File: src/rtl/gat_pkg.sv
// Shared constants and types for the BRAM load adapter.
// Latency: none (declarations only). Backpressure: none.
// Host bus width and the adapter load-state encoding.
package gat_pkg;

   localparam int BUS_W = 32;

   typedef enum logic [1:0] {
      IDLE = 2'd0,
      LOAD = 2'd1,
      DONE = 2'd2
   } adapter_state_t;

endpackage

File: src/rtl/bram_sdp.sv
// Block RAM with one write port and two registered read-first read ports.
// Latency: 1 cycle on each read port. Backpressure: none.
// Out-of-range read addresses return zero; contents are never reset.
module bram_sdp #(
   parameter int WIDTH = 32,
   parameter int DEPTH = 16,
   localparam int AW = $clog2(DEPTH)
) (
   input  logic             clk,
   input  logic             rst_n,
   input  logic             we,
   input  logic [AW-1:0]    waddr,
   input  logic [WIDTH-1:0] wdata,
   input  logic             re_a,
   input  logic [AW-1:0]    raddr_a,
   output logic [WIDTH-1:0] rdata_a,
   input  logic [AW-1:0]    raddr_b,
   output logic [WIDTH-1:0] rdata_b
);

   logic [WIDTH-1:0] mem [DEPTH];

   always_ff @(posedge clk) begin
      if (we) begin
         mem[waddr] <= wdata;
      end
   end

   // Non-blocking reads of mem give read-first behaviour on a same-cycle write.
   always_ff @(posedge clk or negedge rst_n) begin
      if (!rst_n) begin
         rdata_a <= '0;
         rdata_b <= '0;
      end else begin
         if (re_a) begin
            rdata_a <= (int'(raddr_a) < DEPTH) ? mem[raddr_a] : '0;
         end
         rdata_b <= (int'(raddr_b) < DEPTH) ? mem[raddr_b] : '0;
      end
   end

endmodule

File: src/rtl/bram_load_adapter.sv
// Assembles 32-bit host write beats into DATA_WIDTH elements and loads them into block RAM.
// Latency: element committed on its last beat; rd_dout 1 cycle, s_doutb 2 cycles.
// Backpressure: none; illegal beats are dropped and flagged by sticky error bits.
module bram_load_adapter
   import gat_pkg::*;
#(
   parameter int DATA_WIDTH = 44,
   parameter int DEPTH      = 16,
   localparam int BEATS       = (DATA_WIDTH + BUS_W - 1) / BUS_W,
   localparam int BEAT_W      = (BEATS > 1) ? $clog2(BEATS) : 1,
   localparam int ADDR_W      = $clog2(DEPTH),
   localparam int BYTE_ADDR_W = ADDR_W + BEAT_W + 2
) (
   input  logic                   clk,
   input  logic                   rst_n,
   input  logic                   load_start,
   input  logic [ADDR_W:0]        load_len,
   input  logic [31:0]            s_din,
   input  logic                   s_ena,
   input  logic                   s_wea,
   input  logic [BYTE_ADDR_W-1:0] s_addra,
   input  logic [BYTE_ADDR_W-1:0] s_addrb,
   output logic [31:0]            s_doutb,
   input  logic                   rd_en,
   input  logic [ADDR_W-1:0]      rd_addr,
   output logic [DATA_WIDTH-1:0]  rd_dout,
   output logic                   rd_valid,
   output logic                   load_done,
   output logic                   seq_err,
   output logic                   range_err,
   output logic                   ovf_err,
   output logic [ADDR_W:0]        load_cnt
);

   adapter_state_t state;

   logic                     wr_beat;
   logic [BEAT_W-1:0]        b_idx;
   logic [ADDR_W-1:0]        e_idx;
   logic                     in_range;
   logic                     seq_ok;
   logic                     commit;
   logic                     mem_we;
   logic [ADDR_W:0]          len_q;
   logic [ADDR_W:0]          cnt_inc;
   logic                     asm_vld;
   logic [ADDR_W-1:0]        asm_elem;
   logic [BEAT_W-1:0]        asm_beat;
   logic [BEATS*BUS_W-1:0]   hold;
   logic [BEATS*BUS_W-1:0]   wr_word;
   logic [DATA_WIDTH-1:0]    rb_elem;
   logic [BEATS*BUS_W-1:0]   rb_pad;
   logic [BEAT_W-1:0]        rb_beat;
   logic                     unused_bits;

   assign wr_beat  = s_ena & s_wea;
   assign b_idx    = s_addra[BEAT_W+1:2];
   assign e_idx    = s_addra[BYTE_ADDR_W-1:BEAT_W+2];
   assign in_range = int'(e_idx) < DEPTH;
   assign cnt_inc  = load_cnt + 1'b1;

   // Beat 0 always (re)starts an element; later beats must continue the open one.
   always_comb begin
      seq_ok = (b_idx == '0) ||
               (asm_vld && (b_idx == asm_beat) && (e_idx == asm_elem));
      commit = seq_ok && (b_idx == BEAT_W'(BEATS - 1));
      mem_we = wr_beat && (state == LOAD) && !load_start && in_range && commit;
   end

   always_comb begin
      wr_word = hold;
      wr_word[(BEATS-1)*BUS_W +: BUS_W] = s_din;
   end

   always_ff @(posedge clk or negedge rst_n) begin
      if (!rst_n) begin
         state     <= IDLE;
         load_done <= 1'b0;
         load_cnt  <= '0;
         len_q     <= '0;
         seq_err   <= 1'b0;
         range_err <= 1'b0;
         ovf_err   <= 1'b0;
         asm_vld   <= 1'b0;
         asm_elem  <= '0;
         asm_beat  <= '0;
         hold      <= '0;
      end else if (load_start) begin
         state     <= (load_len == '0) ? DONE : LOAD;
         load_done <= (load_len == '0);
         load_cnt  <= '0;
         len_q     <= load_len;
         seq_err   <= 1'b0;
         range_err <= 1'b0;
         ovf_err   <= 1'b0;
         asm_vld   <= 1'b0;
         asm_elem  <= '0;
         asm_beat  <= '0;
         hold      <= '0;
      end else if (wr_beat) begin
         if (state != LOAD) begin
            ovf_err <= 1'b1;
         end else if (!in_range) begin
            range_err <= 1'b1;
         end else if (!seq_ok) begin
            seq_err <= 1'b1;
            asm_vld <= 1'b0;
         end else if (commit) begin
            asm_vld  <= 1'b0;
            load_cnt <= cnt_inc;
            if (cnt_inc == len_q) begin
               state     <= DONE;
               load_done <= 1'b1;
            end
         end else begin
            asm_vld  <= 1'b1;
            asm_elem <= e_idx;
            asm_beat <= b_idx + 1'b1;
            hold[int'(b_idx)*BUS_W +: BUS_W] <= s_din;
         end
      end
   end

   bram_sdp #(
      .WIDTH (DATA_WIDTH),
      .DEPTH (DEPTH)
   ) u_mem (
      .clk     (clk),
      .rst_n   (rst_n),
      .we      (mem_we),
      .waddr   (e_idx),
      .wdata   (wr_word[DATA_WIDTH-1:0]),
      .re_a    (rd_en),
      .raddr_a (rd_addr),
      .rdata_a (rd_dout),
      .raddr_b (s_addrb[BYTE_ADDR_W-1:BEAT_W+2]),
      .rdata_b (rb_elem)
   );

   always_comb begin
      rb_pad = '0;
      rb_pad[DATA_WIDTH-1:0] = rb_elem;
   end

   // Host read-back: RAM stage, then beat-slice stage.
   always_ff @(posedge clk or negedge rst_n) begin
      if (!rst_n) begin
         rd_valid <= 1'b0;
         rb_beat  <= '0;
         s_doutb  <= '0;
      end else begin
         rd_valid <= rd_en;
         rb_beat  <= s_addrb[BEAT_W+1:2];
         s_doutb  <= (int'(rb_beat) < BEATS) ? rb_pad[int'(rb_beat)*BUS_W +: BUS_W] : '0;
      end
   end

   assign unused_bits = &{1'b0, s_addra[1:0], s_addrb[1:0], wr_word};

endmodule

File: config.mk
export PLATFORM = sky130hd
export DESIGN_NAME = bram_load_adapter
export DESIGN_NICKNAME = d
export VERILOG_FILES = /design/src/rtl/gat_pkg.sv /design/src/rtl/bram_sdp.sv /design/src/rtl/bram_load_adapter.sv
export SDC_FILE = /design/constraint.sdc
export NUM_CORES = 1
export LEC_CHECK = 0
export CORE_ASPECT_RATIO = 0.9
export CORE_UTILIZATION = 60
export DETAILED_ROUTE_END_ITERATION = 16
export DONT_BUFFER_PORTS = 1
export PLACE_DENSITY_LB_ADDON = 0.08
export SLEW_MARGIN = 10
export SYNTH_ARGS = -nofsm -noshare
export SYNTH_HDL_FRONTEND = slang
export SYNTH_SLANG_ARGS = --single-unit
File: constraint.sdc
create_clock -name clk -period 9.8 [get_ports clk]
set_input_delay 1.47 -clock clk [delete_from_list [all_inputs] [get_ports clk]]
set_output_delay 1.47 -clock clk [all_outputs]
set_load 0.005 [all_outputs]
### Word level (Yosys, flattened, before mapping)

Memories as Yosys holds them, arrays and structs flattened. A register that Yosys moved wholly into a read port is not among the register bits.
Index checks and enable logic that the tools add are counted.

| operators by class | value |
|---|---|
| add/sub/neg operators | 3 |
| equal/unequal tests | 8 |
| shift operators | 3 |
| mux-type cells | 48 |
| bitwise gates (word level) | 2 |
| reduce and logical (&&, ||, !) cells | 22 |

Operators with widths:

| operator | count |
|---|---|
| 64-bit two-way mux | 5 |
| 64-bit bitwise mux | 1 |
| 32-bit by 33-bit variable shift with 64-bit output (first input constant) | 1 |
| 32-bit by 33-bit variable part select with 64-bit output | 1 |
| 64-bit by 7-bit variable part select with 32-bit output | 1 |
| 6-bit negation with 33-bit output | 1 |
| 1-bit two-way mux | 25 |
| 5-bit two-way mux | 5 |
| 4-bit two-way mux | 5 |
| 2-bit two-way mux | 7 |
| 2-bit nonzero test | 5 |
| 4-bit AND reduction | 2 |
| 1-bit logical AND | 6 |
| 2-bit != test (second input constant) | 3 |
| 5-bit by 1-bit adder with 5-bit output (second input constant) | 1 |
| 5-bit equality test | 1 |
| 5-bit logical NOT | 1 |
| 5-bit AND reduction | 1 |
| 4-bit equality test | 1 |
| 2-bit AND reduction | 2 |
| 1-bit logical NOT | 3 |
| 3-bit AND reduction | 1 |
| 2-bit by 1-bit equality test with 1-bit output (second input constant) | 1 |
| 2-bit by 1-bit != test with 1-bit output (second input constant) | 1 |
| other kinds (5) | 5 |

| word-level totals | value |
|---|---|
| bits in registers | 119 |
| bits in writable memories | 704 |
| input port bits | 61 |
| output and inout port bits | 86 |
| word-level logic and storage cells | 100 |
| memories kept | 1 |

Memories:

| memory | words | bits a word | rd ports | clocked after memory_dff | write ports | line | RTL |
|---|---|---|---|---|---|---|---|
| u_mem.mem | 16 | 44 | 2 | 2 | 1 | bram_sdp.sv:21 | `logic [WIDTH-1:0] mem [DEPTH];` |

### Depth between registers and ports, before layout

| logic depth | value |
|---|---|
| depth in word-level cells | 10 |
| depth in mapped cells | 6 |
| mapped depth without buffers | 6 |

### Hierarchy

From an unflattened synthesis, not the netlist that was laid out.

| second synthesis, totals | value |
|---|---|
| cells, all modules | 1818 |
| area, all modules | 37811.3 sq um |

By module, submodules not included:

| module | instances | cells each | area each (sq um) | seq. area each (sq um) |
|---|---|---|---|---|
| bram_sdp | 1 | 1510 | 34404.2 | 23342.4 |
| bram_load_adapter | 1 | 308 | 3407.0 | 2152.1 |

### Least setup slack after synthesis

No wires, ideal clock.

| path | value |
|---|---|
| path kind | input -> register |
| start point | input s_addra[6] |
| end point | memory u_mem.mem[3][0] in the netlist's numbering (enable) |
| setup time | 0.500 ns |
| arrival time | 5.481 ns |
| required time | 9.300 ns |
| setup slack | 3.819 ns |
| cell stages on the path | 6 |
| buffers on the path | 1 |
| cells stage by stage | buf_6 -> xnor2_1 -> nand3_2 -> nor3_2 -> nand4b_1 -> nor3_1 |

| on the way | value |
|---|---|
| cells in the longest elaborated chain, start to end | 7 |

Ends and longest elaborated chain:

| item | line | RTL |
|---|---|---|
| start, declared | bram_load_adapter.sv:21 | `input logic [BYTE_ADDR_W-1:0] s_addra,` |
| 4-bit equality test | bram_load_adapter.sv:65 | `(asm_vld && (b_idx == asm_beat) && (e_idx == asm_elem));` |
| 1-bit logical AND | bram_load_adapter.sv:65 |  |
| 1-bit logical OR | bram_load_adapter.sv:64 | `seq_ok = (b_idx == '0) \|\|` |
| 1-bit logical AND | bram_load_adapter.sv:66 | `commit = seq_ok && (b_idx == BEAT_W'(BEATS - 1));` |
| 1-bit logical AND | bram_load_adapter.sv:67 | `mem_we = wr_beat && (state == LOAD) && !load_start && in_range && commit;` |
| 1-bit two-way mux | bram_sdp.sv:24 | `if (we) begin` |
| 1-bit two-way mux (not written as such) | bram_sdp.sv:25 | `mem[waddr] <= wdata;` |
| end, declared | bram_sdp.sv:21 |  |

Parallel ways exist; a longest one is shown, timed or not.

### Final worst setup path

| path | value |
|---|---|
| start point | input s_addra[5] |
| end point | memory u_mem.mem[15][32] in the netlist's numbering (enable) |

Same word-level chain as after synthesis.

==> impl_metrics.json <==
{
  "switchingPower_mw": 1.510,
  "clock.fmax_ghz": 0.2523,
  "pre_cts_slack_ns": 5.188,
  "whs_ns": 0.4660,
  "drt_iter0_drc": 2123,
  "die_x_um": 266.8,
  "worst_slew_pin_slew_ns": 1.067,
  "yosysWarnings": 0,
  "synth_area_per_cell_sq_um": 20.83,
  "p_sw_share_pct": 19.74,
  "cts_tree": "done",
  "setup_ws_ns": 5.837,
  "first_global_vias": 20210,
  "diodes": 0,
  "vias_per_cell": 6.997,
  "totalPowerFinal_mw": 7.650,
  "worstSetupEndpointType": "flop",
  "yosysTopAreaCell": "edfxtp_1",
  "finalCritPeriodShare_pct": 40.44,
  "wl_per_cell_um": 33.37,
  "clk_pin_slew_ns": 0.06,
  "holdPathStages": 1,
  "holdPathEnd": "s_doutb[12]",
  "syn_inst": 1817,
  "synth_edf_count": 704,
  "drv_slew": 0,
  "intPower_mw": 6.139,
  "vias": 18900,
  "power_frac_seq_pct": 53.9,
  "finalSetupViolCount": 0,
  "die_y_um": 240.3,
  "critPathArrivalTime_ns": 4.22,
  "htree_levels": 3,
  "synthAdderAreaFrac_pct": 0.03305,
  "insertion_delay_ns": 0.64,
  "reg2reg_from": "state[1]",
  "holdBufCountCts": 0,
  "wl_mm": 90.13,
  "period_needed_ns": 3.963,
  "drive_gt1_share_pct": 31.37,
  "finalHoldViolCount": 0,
  "worstSetupPathType": "input port to flop",
  "skew_ns": 0.01826,
  "cts-resized-gates": 0,
  "power_density_nw_per_um2": 184.8,
  "rows": 86,
  "synth_xor_area_share_pct": 0.3471,
  "combPwrFrac_pct": 3.3,
  "r2r-end": "u_mem.mem[15][32]",
  "grt_max_degree": 177,
  "cellLeakagePower_nw": 14.53,
  "synth_ff_type": "edfxtp_1",
  "root_buffer": "clkbuf_16",
  "grt_pass1_wl_mm": 132.7,
  "cp_max_fo": 29,
  "grt_overflow_total": 0,
  "synth_seq_area_share_pct": 67.35,
  "gp_congestion": 0.7183,
  "syn_to_final_growth_pct": 9.361,
  "clock_power_share_pct": 42.8,
  "setup.worst_path.start": "s_addra[5]",
  "synth_nets": 1879,
  "critPathRequiredTime_ns": 10.05,
  "clock_path_buffers": 3,
  "status": "complete, no violations",
  "dr.pass1.iters": 5,
  "antenna_found_initial": 0,
  "nFillCells": 4011,
  "track_usage_pct": 29.46,
  "hold_class": "flop to flop",
  "initial_core_util_pct": 61.29,
  "synth.area.top_cells": "edfxtp_1 (56%), mux4_2 (24%), dfrtp_1 (12%)",
  "synth_top_area_share_pct": 55.85,
  "ant_nets": 0,
  "portBuffers": 0,
  "ys_types": 41,
  "cts_made_buffers": 87,
  "finalSetupTns_ns": 0,
  "netlist_area_sq_um": 37850,
  "synth_top_family_by_area": "multiplexers",
  "layout.nets": 1855,
  "worstSetupStartpointType": "input port",
  "peakVddDrop_v": 0.0001548,
  "yosys.area_share.simple_pct": 2.588,
  "ios": 147,
  "drv_cap": 0,
  "cts.sinks": 878,
  "r2r_cells": 6,
  "synth-seq-cells": 878,
  "worstHoldStart": "u_mem.rdata_b[12]",
  "dieArea_sq_um": 64100,
  "drc_errors": 0,
  "regToRegSetupSlack_ns": 6.16,
  "post-cts-setup-buffers": 0,
  "core_sq_um": 61760,
  "muxShareOfSynthArea_pct": 26.39,
  "rsz0062_at_grt": "no",
  "synth_compound_area_share_pct": 1.676,
  "async_flop_share_pct": 19.82,
  "dp_hpwl_mm": 41.29,
  "slew-limit-headroom_pct": 28.89
}
## cells by family after synthesis
| group | count (synthesis) |
|---|---|
| flops | 878 |
| compound gates | 91 |
| other cells | 1 |
| xor+xnor | 15 |
| simple gates | 194 |
| buf+inv | 136 |
| mux | 501 |
| fa+ha+maj | 1 |
## state kept, by name (all words and copies together), names as in the netlist, 4 cells and up
name and count:
u_mem.rdata_a 44, hold 32, s_doutb 32, load_cnt 5, u_mem.mem 704, len_q 5
u_mem.rdata_b 44, asm_elem 4
## cell usage in the layout, fill, tap and decap left out, types with 2 or more instances in the layout
| master | netlist | routed |
|---|---|---|
| nand2b_2 | 0 | 2 |
| nor2_1 | 21 | 8 |
| inv_6 | 0 | 4 |
| clkinvlp_4 | 0 | 5 |
| clkbuf_16 | 0 | 89 |
| bufinv_16 | 0 | 6 |
| a21oi_1 | 39 | 39 |
| nor3_1 | 7 | 4 |
| buf_4 | 5 | 20 |
| nand4b_1 | 2 | 2 |
| mux4_2 | 396 | 396 |
| nand2b_1 | 48 | 46 |
| clkinv_4 | 0 | 2 |
| a31oi_1 | 3 | 3 |
| clkinv_1 | 0 | 9 |
| xnor2_1 | 12 | 12 |
| edfxtp_1 | 704 | 704 |
| mux2_2 | 17 | 17 |
| nand2_1 | 80 | 79 |
| nor2_4 | 0 | 13 |
| nor2b_1 | 21 | 21 |
| clkbuf_1 | 70 | 24 |
| clkinv_2 | 0 | 13 |
| nand3b_1 | 2 | 2 |
| nor3_2 | 2 | 4 |
| xor2_1 | 3 | 3 |
| clkbuf_8 | 0 | 9 |
| inv_1 | 3 | 3 |
| dfrtp_1 | 174 | 173 |
| nand3_1 | 3 | 3 |
| o221ai_1 | 44 | 44 |
| mux2i_1 | 88 | 88 |
## layer usage
layer	wire length (um)	GRT usage, %	vias up
li1	-	-	7611
met1	36830	43.56	10320
met2	44130	46.57	831
met3	7269	5.223	133
met4	1898	7.158	0
met5	0	0	-
## how the worst max path moves through the flow
stage	end
2_1_floorplan	u_mem.mem[3][0]
3_3_place_gp	u_mem.mem[13][37]
3_5_place_dp	u_mem.mem[15][37]
4_1_cts	u_mem.mem[15][32]
5_1_grt	u_mem.mem[15][32]
6_report	u_mem.mem[15][32]
## Yosys cell counts (2+ instances only)
library cell	count
a21oi_1	39
a31oi_1	3
buf_1	16
buf_2	37
buf_4	5
buf_6	4
clkbuf_1	70
dfrtp_1	174
edfxtp_1	704
inv_1	3
mux2_2	17
mux2i_1	88
mux4_2	396
nand2_1	80
nand2b_1	48
nand3_1	3
nand3b_1	2
nand4b_1	2
nor2_1	21
nor2b_1	21
nor3_1	7
nor3_2	2
o221ai_1	44
xnor2_1	12
xor2_1	3
## power by group through the flow
stage               registers (mW)  clock network [mW]  logic [mW]
finish                        4.12                3.28       0.250
global route                  4.13                3.46       0.264
CTS                           4.12                3.32       0.251
detailed placement            4.20                   0       0.250
global placement              4.20                   0       0.247
floorplan                     4.17                   0       0.296
## layout make-up
class                   count  area [sq um]  share of cell area [%]
repair buffers             20         150.1                  0.3627
inverters                   3         11.26                 0.02720
multi-input cells         803         11880                   28.71
flip-flops and latches    878         25500                   61.59
clock buffers             122          2441                   5.897
well taps                 836          1046                   2.527
clock inverters            39         369.1                  0.8916
## through the flow
stage | std cells | utilization [%] | cell area, sq um
after floorplan | 1817 | - | 37850
after global placement | 2540 | 62.47 | 38590
after detailed placement | 2540 | 62.47 | 38590
after CTS | 2701 | 67.02 | 41400
after global routing | 2701 | 67.02 | 41400
final | 2701 | 67.02 | 41400
## worst max-delay path, stage by stage
cell and delay, ns:
xnor2_1 0.16, nand3_2 0.18, nor3_2 0.44, nand4b_1 0.45, nor2_4 0.79, buf_4 0.69
Note: power is estimated with default switching activity, not from simulation.
